## config.mk

```make
export PLATFORM = sky130hd
export DESIGN_NAME = imm_gen_pipe
export DESIGN_NICKNAME = d
export VERILOG_FILES = /design/src/rtl/imm_gen_pipe.sv
export SDC_FILE = /design/constraint.sdc
export NUM_CORES = 1
export LEC_CHECK = 0
export ABC_AREA = 1
export BUFFER_PORTS_ARGS = -buffer_cell sky130_fd_sc_hd__buf_2
export CAP_MARGIN = 15
export CORE_MARGIN = 2
export CORE_UTILIZATION = 54
export DETAILED_ROUTE_END_ITERATION = 16
export GPL_TIMING_DRIVEN = 1
export PLACE_DENSITY = 0.77
export SYNTH_ARGS = -nofsm -noshare
export SYNTH_HDL_FRONTEND = slang
export SYNTH_SLANG_ARGS = --single-unit
```

## constraint.sdc

```tcl
create_clock -name clk -period 2.6 [get_ports clk]
set_input_delay 0 -clock clk [delete_from_list [all_inputs] [get_ports clk]]
set_output_delay 0 -clock clk [all_outputs]
set_load 0.03 [all_outputs]
```

## src/rtl/imm_gen_pipe.sv

```systemverilog
// ============================================================================
// Module      : imm_gen_pipe
// Description : Pipelined immediate generator with 2-entry skid buffer.
//               Optional macro IMM_GEN_PC_ADD_EN adds in_pc/out_target.
// Revision    : 1.0 - initial release
// ============================================================================
`timescale 1ns/1ps
`default_nettype none

module imm_gen_pipe #(
    parameter int XLEN  = 32,
    parameter int TAG_W = 5
) (
    input  logic             clk,
    input  logic             reset,
    input  logic             flush,
    input  logic             in_valid,
    output logic             in_ready,
    input  logic [31:0]      in_instr,
    input  logic [2:0]       in_enc,
    input  logic [TAG_W-1:0] in_tag,
    output logic             out_valid,
    input  logic             out_ready,
    output logic [XLEN-1:0]  out_imm,
    output logic [TAG_W-1:0] out_tag,
    output logic             out_illegal
`ifdef IMM_GEN_PC_ADD_EN
    ,
    input  logic [XLEN-1:0]  in_pc,
    output logic [XLEN-1:0]  out_target
`endif
);

    localparam logic [2:0] ENC_R = 3'd0;
    localparam logic [2:0] ENC_I = 3'd1;
    localparam logic [2:0] ENC_S = 3'd2;
    localparam logic [2:0] ENC_B = 3'd3;
    localparam logic [2:0] ENC_U = 3'd4;
    localparam logic [2:0] ENC_J = 3'd5;
    localparam logic [2:0] ENC_Z = 3'd6;

    localparam logic [1:0] CNT_EMPTY = 2'd0;
    localparam logic [1:0] CNT_ONE   = 2'd1;
    localparam logic [1:0] CNT_FULL  = 2'd2;

    // ------------------------------------------------------------------
    // Immediate decode on the input side
    // ------------------------------------------------------------------
    logic [31:0]      imm32;
    logic             zero_ext;
    logic             new_illegal;
    logic [XLEN-1:0]  new_imm;

    always_comb begin
        imm32       = 32'd0;
        zero_ext    = 1'b0;
        new_illegal = 1'b0;
        case (in_enc)
            ENC_R: imm32 = 32'd0;
            ENC_I: imm32 = {{20{in_instr[31]}}, in_instr[31:20]};
            ENC_S: imm32 = {{20{in_instr[31]}}, in_instr[31:25], in_instr[11:7]};
            ENC_B: imm32 = {{19{in_instr[31]}}, in_instr[31], in_instr[7],
                            in_instr[30:25], in_instr[11:8], 1'b0};
            ENC_U: imm32 = {in_instr[31:12], 12'd0};
            ENC_J: imm32 = {{11{in_instr[31]}}, in_instr[31], in_instr[19:12],
                            in_instr[20], in_instr[30:21], 1'b0};
            ENC_Z: begin
                imm32    = {27'd0, in_instr[19:15]};
                zero_ext = 1'b1;
            end
            default: begin
                imm32       = in_instr;
                zero_ext    = 1'b1;
                new_illegal = 1'b1;
            end
        endcase
    end

    // Upper word replicates bit 31 except for the zero-extended classes.
    generate
        if (XLEN == 64) begin : g_xlen64
            assign new_imm = {{32{imm32[31] & ~zero_ext}}, imm32};
        end else begin : g_xlen32
            assign new_imm = imm32;
        end
    endgenerate

`ifdef IMM_GEN_PC_ADD_EN
    logic [XLEN-1:0] new_target;
    assign new_target = in_pc + new_imm;
`endif

    // ------------------------------------------------------------------
    // Buffer control
    // ------------------------------------------------------------------
    logic [1:0] count;
    logic       push;
    logic       pop;
    logic       load_head_new;
    logic       load_head_tail;
    logic       load_tail;

    assign in_ready  = (count != CNT_FULL);
    assign out_valid = (count != CNT_EMPTY);
    assign push      = in_valid && in_ready;
    assign pop       = out_valid && out_ready;

    // Data moves are suppressed on flush so the invalid outputs keep their last value.
    assign load_head_new  = !flush && push &&
                            ((count == CNT_EMPTY) || ((count == CNT_ONE) && pop));
    assign load_tail      = !flush && push && (count == CNT_ONE) && !pop;
    assign load_head_tail = !flush && pop && (count == CNT_FULL);

    always_ff @(posedge clk or posedge reset) begin
        if (reset) begin
            count <= CNT_EMPTY;
        end else if (flush) begin
            count <= CNT_EMPTY;
        end else begin
            case (count)
                CNT_EMPTY: if (push) count <= CNT_ONE;
                CNT_ONE: begin
                    if (push && !pop)
                        count <= CNT_FULL;
                    else if (!push && pop)
                        count <= CNT_EMPTY;
                end
                default: if (pop) count <= CNT_ONE;
            endcase
        end
    end

    // ------------------------------------------------------------------
    // Entry storage: head drives the outputs, tail is the skid slot
    // ------------------------------------------------------------------
    logic [XLEN-1:0]  head_imm,  tail_imm;
    logic [TAG_W-1:0] head_tag,  tail_tag;
    logic             head_ill,  tail_ill;

    always_ff @(posedge clk or posedge reset) begin
        if (reset) begin
            tail_imm <= '0;
            tail_tag <= '0;
            tail_ill <= 1'b0;
        end else if (load_tail) begin
            tail_imm <= new_imm;
            tail_tag <= in_tag;
            tail_ill <= new_illegal;
        end
    end

    always_ff @(posedge clk or posedge reset) begin
        if (reset) begin
            head_imm <= '0;
            head_tag <= '0;
            head_ill <= 1'b0;
        end else if (load_head_new) begin
            head_imm <= new_imm;
            head_tag <= in_tag;
            head_ill <= new_illegal;
        end else if (load_head_tail) begin
            head_imm <= tail_imm;
            head_tag <= tail_tag;
            head_ill <= tail_ill;
        end
    end

    assign out_imm     = head_imm;
    assign out_tag     = head_tag;
    assign out_illegal = head_ill;

`ifdef IMM_GEN_PC_ADD_EN
    logic [XLEN-1:0] head_target, tail_target;

    always_ff @(posedge clk or posedge reset) begin
        if (reset) begin
            tail_target <= '0;
        end else if (load_tail) begin
            tail_target <= new_target;
        end
    end

    always_ff @(posedge clk or posedge reset) begin
        if (reset) begin
            head_target <= '0;
        end else if (load_head_new) begin
            head_target <= new_target;
        end else if (load_head_tail) begin
            head_target <= tail_target;
        end
    end

    assign out_target = head_target;
`endif

endmodule

`default_nettype wire

```

==> qor.yml, run 1 <==
floorplan:
  die_h_um: 89.0
  row_count: 31
  core_um2: 7140
  die_x_um: 89.0
  io_pins: 85
  start_util_pct: 54.7
  dieArea_um2: 7930
sta:
  setup-tns-final_ns: 0
  skew_ns: 0.00585
  worst_pin_slew_ns: 0.767
  setup_viol: 0
  timing.hold.ws_ns: 0.00620
  layout_min_cycle_time_ns: 1.78
  max_freq_mhz: 563
  slew_headroom_pct: 48.8
  slew_viol_final: 0
  hold_viol_final: 0
  fin_crit_sh_pct: 68.3
  worst_slack_ns: 0.824
  rsz0062_at_grt: "false"
critical_path:
  crit_arrival_ns: 2.00
  worstReg2RegStart: "count[1]"
  path_cells: "nand2_1, nand2_1, nor2_4, nor2_4, buf_12, nand2_1, nand3_1"
  r2r_cells: 7
  cp_num_cells: 7
  cp_max_fo: 19
  rrSetupSlack_ns: 0.82
  worstSetupPathType: "register to register"
  critPathCaptureType: "register"
  cp_num_buf_inv: 1
  crit_required_ns: 2.83
  cp-start-kind: "register"
  critPathTopFamily: "simple AND/OR/NAND/NOR gates"
  cpPeakStageDelay_ns: 0.49
  cp_common_cell: "nand2_1"
  cpMaxStageDelayCell: "dfrtp_1"
  rr_endpoint: "out_imm[2]"
power:
  power.internal_w: 0.00250
  p_comb_share_pct: 34.8
  peakVddDrop_uv: 528
  power_density_nw_per_um2: 919
  switching_power_w: 0.00172
  leakagePower_nw: 2.54
  seq_power_share_pct: 45.2
  power_frac_clock_pct: 20.0
  p_sw_share_pct: 40.7
layout:
  final_common_cell: "nand2_1"
  layout.cells.non_filler: 700
  mostFrequentLayoutCells: "nand2_1, buf_2, dfrtp_1"
  area.growth.synth_to_final_pct: 17.5
  drive_gt1_share_pct: 21.1
  final_area_um2: 4590
  num_antenna_cells: 0
  nets: 642
min_path:
  holdPathEnd: "out_imm[1]"
  holdCritStartpoint: "in_instr[1]"
  min_path_type: "input port to register"
  holdPathStages: 4
placed_design:
  io_buffers: 84
  post-dp-hpwl_mm: 6.59
  place.gp.congestion: 0.871
  dp_slack_ns: 0.830
  place_area_um2: 4340
  dp.cells: 677
clock_tree:
  cts_root_buf: "clkbuf_8"
  cts_buffers: 9
  cts_setup_buffers: 0
  h-tree-depth: 3
  clockBufferDepth: 2
  clock_latency_ns: 0.34
  clock-sinks: 78
  clk_pin_slew_ns: 0.08
  cts_tree: "yes"
yosys:
  syn_area_per_cell_um2: 7.61
  ys_ff_latch: 78
  synth_area_um2: 3900
  ys_types: 25
  yosysWarnings: 0
  netlist_instances: 513
  yosysSeqAreaShare_pct: 50.0
  syn_nets: 559
drt:
  vias_per_cell: 5.17
  first_iter_violations: 250
  drt-total-wl_mm: 9.48
  vias: 3620
  ant_nets: 0
  wl_per_cell_um: 13.5
  firstDrtPassIters: 5
  drc_errors: 0
grt:
  first_global_vias: 3316
  antenna_found_initial: 0
  grt_use_met3_pct: 4.89
  track_usage_pct: 25.0
  grt-ovfl-total: 0
  grt-busiest-layer: "met2"
  gr-usage-met1_pct: 33.7
  grt_max_degree: 44
  grt_first_pass_wirelength_mm: 15.4
  met2_usage_pct: 40.2
flow_run:
  maxCapViolCount: 0
outcome:
  status: "finished, final reports clean"
[worst register-to-register path: stages (launching register included)]
cell,delay (ns)
dfrtp_1,0.49
nand2_1,0.14
nand2_1,0.11
nor2_4,0.38
nor2_4,0.19
buf_12,0.20
nand2_1,0.07
nand3_1,0.07
[Yosys cell counts]
| master | number | area (um^2) |
|---|---|---|
| a22oi_1 | 1 | 7.51 |
| nor4_4 | 1 | 21.3 |
| nand3_1 | 58 | 290 |
| o211ai_1 | 5 | 37.5 |
| buf_6 | 6 | 67.6 |
| nor2_1 | 10 | 37.5 |
| nand2_2 | 4 | 25.0 |
| o21ai_1 | 1 | 5.00 |
| clkbuf_1 | 1 | 3.75 |
| o21ai_0 | 30 | 150 |
| nand4_2 | 1 | 12.5 |
| buf_2 | 12 | 60.1 |
| dfrtp_1 | 78 | 1950 |
| buf_4 | 1 | 7.51 |
| nor2_4 | 2 | 22.5 |
| o21ai_2 | 4 | 35.0 |
| inv_4 | 1 | 6.26 |
| inv_2 | 3 | 11.3 |
| or2_2 | 5 | 31.3 |
| clkbuf_8 | 2 | 27.5 |
| clkbuf_2 | 2 | 10.0 |
| inv_1 | 33 | 124 |
| nand4_1 | 2 | 12.5 |
| ha_1 | 1 | 12.5 |
| nand2_1 | 249 | 935 |
[what timing repair did]
item / CTS / global route
hold buffers: 6 / 1
hold endpoints to repair: 45 / 1
gates resized for setup: 0 / 0
[worst max path at each step]
stage | slack [ns] | startpoint | to
after global placement | 0.93 | count[1] | out_illegal
after global routing | 0.61 | count[1] | out_imm[3]
final | 0.82 | count[1] | out_imm[2]
after detailed placement | 0.83 | count[1] | out_imm[8]
after floorplan | 0.60 | reset | count[0]
after CTS | 0.79 | count[1] | out_imm[8]
[sequential cells by signal (all words and copies together) (netlist names)]
name,cells
out_imm,32
tail_imm,32
out_tag,5
tail_tag,5
count,2
out_illegal,1
tail_ill,1
[routing by layer]
metal	vias up	part of all wire, %
li1	1773	-
met1	1693	44
met2	136	47
met3	18	7.0
met4	0	2.0
met5	-	0
[through the flow]
| stage | power, W | util (%) |
|---|---|---|
| floorplan | 0.00296 | - |
| global placement | 0.00334 | 60.7 |
| detailed placement | 0.00340 | 60.7 |
| CTS | 0.00424 | 64.2 |
| global route | 0.00450 | 64.3 |
| finish | 0.00422 | 64.3 |
[layout make-up]
| cell class | instances | area (um^2) |
|---|---|---|
| Fill cell | 652 | 2550 |
| Inverter | 37 | 141 |
| Timing Repair Buffer | 96 | 553 |
| Sequential cell | 78 | 1950 |
| Clock buffer | 10 | 138 |
| Multi-Input combinational cell | 374 | 1640 |
| Clock inverter | 6 | 46.3 |
| Tap cell | 99 | 124 |
[power by group through the flow]
stage | logic [W] | registers, W | clock network (W)
floorplan | 0.000656 | 0.00230 | 0
global placement | 0.00143 | 0.00191 | 0
detailed placement | 0.00147 | 0.00193 | 0
CTS | 0.00148 | 0.00191 | 0.000856
global route | 0.00163 | 0.00196 | 0.000902
finish | 0.00147 | 0.00191 | 0.000844
[kinds of logic after synthesis]
family                   after synthesis  share of synthesized area, %
AND/OR/NAND/NOR                      332                          35.5
flip-flops                            78                          50.0
buffers and inverters                 61                          8.14
AO/OA/AOI/OAI                         41                          6.02
adder cells (fa/ha/maj)                1                         0.320
No activity file was read; power rests on OpenSTA's default activity.
==> run 2: changes to the inputs <==
==> constraint.sdc (replaced) <==
create_clock -name clk -period 1.7 [get_ports clk]
set_input_delay 0 -clock clk [delete_from_list [all_inputs] [get_ports clk]]
set_output_delay 0 -clock clk [all_outputs]
set_load 0.03 [all_outputs]
==> qor.yml, run 2 (synthesized netlist as in run 1, its figures left out) <==
outcome:
  status: "complete, but fails checks"  # was finished, final reports clean
  violations: "hold timing"
clock_tree:
  cts_buffers: 9  # unchanged
  clock_latency_ns: 0.35  # was 0.34 ns
  cts_root_buf: "clkbuf_8"  # unchanged
  cts_setup_buffers: 0  # unchanged
  h-tree-depth: 3  # unchanged
  cts_tree: "yes"  # unchanged
  clock-sinks: 78  # unchanged
  clockBufferDepth: 2  # unchanged
  clk_pin_slew_ns: 0.08  # about the same
critical_path:
  r2r_cells: 8  # was 7
  cp_common_cell: "nand2_1"  # unchanged
  worstSetupPathType: "register to register"  # unchanged
  cp_num_cells: 8  # was 7
  cp_num_buf_inv: 2  # was 1
  cp_max_fo: 5  # was 19
  path_cells: "inv_1, nand2_1, nand2_1, inv_1, ha_1, nand2_1, nand2_1, o21ai_0"  # was nand2_1, nand2_1, nor2_4, nor2_4, buf_12, nand2_1, nand3_1
  critPathTopFamily: "flip-flops"  # was simple AND/OR/NAND/NOR gates
  rrSetupSlack_ns: 0.17  # was 0.82 ns
  cpPeakStageDelay_ns: 0.43  # was 0.49 ns
  worstReg2RegStart: "count[0]"  # was count[1]
  cp-start-kind: "register"  # unchanged
  critPathCaptureType: "register"  # unchanged
  crit_required_ns: 1.96  # was 2.83 ns
  cpMaxStageDelayCell: "dfrtp_1"  # unchanged
  rr_endpoint: "count[1]"  # was out_imm[2]
  crit_arrival_ns: 1.79  # was 2.00 ns
layout:
  area.growth.synth_to_final_pct: 21.0  # was 17.5%
  num_antenna_cells: 0  # unchanged
  drive_gt1_share_pct: 22.0  # was 21.1%
  nets: 650  # was 642
  nFillCells: 649  # was 652
  final_common_cell: "nand2_1"  # unchanged
  mostFrequentLayoutCells: "nand2_1, buf_2, dfrtp_1"  # unchanged
  final_area_um2: 4720  # was 4590 um^2
sta:
  max_freq_mhz: 653  # was 563 MHz
  worst_pin_slew_ns: 0.669  # was 0.767 ns
  skew_ns: 0.00529  # was 0.00585 ns
  slew_headroom_pct: 55.1  # was 48.8%
  rsz0062_at_grt: "false"  # unchanged
  timing.hold.ws_ns: -0.000409  # was 0.00620 ns
  hold_viol_final: 2  # was 0
  slew_viol_final: 0  # unchanged
  setup_viol: 0  # unchanged
  setup-tns-final_ns: 0  # unchanged
  layout_min_cycle_time_ns: 1.53  # was 1.78 ns
  fin_crit_sh_pct: 90.1  # was 68.3%
min_path:
  holdPathEnd: "out_imm[6]"  # was out_imm[1]
  holdPathStages: 5  # was 4
  holdCritStartpoint: "in_instr[6]"  # was in_instr[1]
  min_path_type: "input port to register"  # unchanged
floorplan:
  io_pins: 85  # unchanged
  die_h_um: 89.0  # unchanged
  die_x_um: 89.0  # unchanged
  dieArea_um2: 7930  # unchanged
  start_util_pct: 54.7  # unchanged
  core_um2: 7140  # unchanged
  row_count: 31  # unchanged
drt:
  drt-total-wl_mm: 9.96  # was 9.48 mm
  firstDrtPassIters: 5  # unchanged
  first_iter_violations: 176  # was 250
  drc_errors: 0  # unchanged
  vias: 3704  # was 3620
  vias_per_cell: 5.23  # was 5.17
  wl_per_cell_um: 14.1  # was 13.5 um
  ant_nets: 0  # unchanged
grt:
  gr-usage-met1_pct: 36.2  # was 33.7%
  track_usage_pct: 27.2  # was 25.0%
  first_global_vias: 3409  # was 3316
  grt_use_met3_pct: 5.26  # was 4.89%
  antenna_found_initial: 0  # unchanged
  grt-busiest-layer: "met2"  # unchanged
  grt_first_pass_wirelength_mm: 16.3  # was 15.4 mm
  grt_max_degree: 42  # was 44
  met2_usage_pct: 43.3  # was 40.2%
  grt-ovfl-total: 0  # unchanged
flow_run:
  maxCapViolCount: 0  # unchanged
placed_design:
  place.gp.congestion: 0.918  # was 0.871
  place_area_um2: 4400  # was 4340 um^2
  io_buffers: 84  # unchanged
  post-dp-hpwl_mm: 6.90  # was 6.59 mm
power:
  power_density_nw_per_um2: 1450  # was 919 nW/um^2
  peakVddDrop_uv: 729  # was 528 uV
  leakagePower_nw: 2.60  # was 2.54 nW
## run 2: through the flow
step,setup slack (ns),hold slack [ns],total power [W],cells,utilization [%]
finish,0.168,-0.000409,0.00686,708,66.2
global placement,0.223,0.0389,0.00514,683,61.6
floorplan,0.0857,0.117,0.00452,513,-
global route,0.0217,0.0316,0.00730,708,66.2
detailed placement,0.131,0.0382,0.00523,683,61.6
CTS,0.112,0.000928,0.00690,708,66.2
## run 2: layout make-up
class | instances | area [um^2] | area share, %
clock buffer | 9 | 124 | 2.62
clock inverter | 7 | 113 | 2.38
inverter | 37 | 145 | 3.07
multi-input combinational | 374 | 1640 | 34.6
sequential | 78 | 1950 | 41.3
tap | 99 | 124 | 2.62
timing repair buffer | 104 | 631 | 13.3
## run 2: how the worst max path moves through the flow
stage | from | to | slack [ns]
6_report | count[0] | count[1] | 0.17
3_5_place_dp | count[1] | count[1] | 0.13
3_3_place_gp | count[1] | tail_imm[31] | 0.22
2_1_floorplan | count[1] | out_tag[0] | 0.09
5_1_grt | count[0] | count[1] | 0.02
4_1_cts | count[1] | count[1] | 0.11
## run 2: layer usage
| layer | wire [um] | up-vias |
|---|---|---|
| met5 | 0 | - |
| met4 | 270 | 0 |
| met3 | 687 | 21 |
| met2 | 4690 | 142 |
| met1 | 4310 | 1753 |
| li1 | - | 1788 |
## run 2: power breakdown
group | switching (W) | total, W | internal, W
Combinational | 0.00156 | 0.00230 | 0.000735
Clock | 0.000681 | 0.00165 | 0.000967
Sequential | 0.000378 | 0.00292 | 0.00254
## run 2: repair_timing
action	4_1_cts	5_1_grt
hold buffers	9	0
hold endpoints to repair	31	0
gates resized for setup	0	1
setup endpoints to repair	0	3
## run 2: tightest hold or removal path: stages
cell and delay, ns:
buf_2 0.07, nand2_1 0.04, o21ai_0 0.09, nand2_1 0.06, nand3_1 0.06
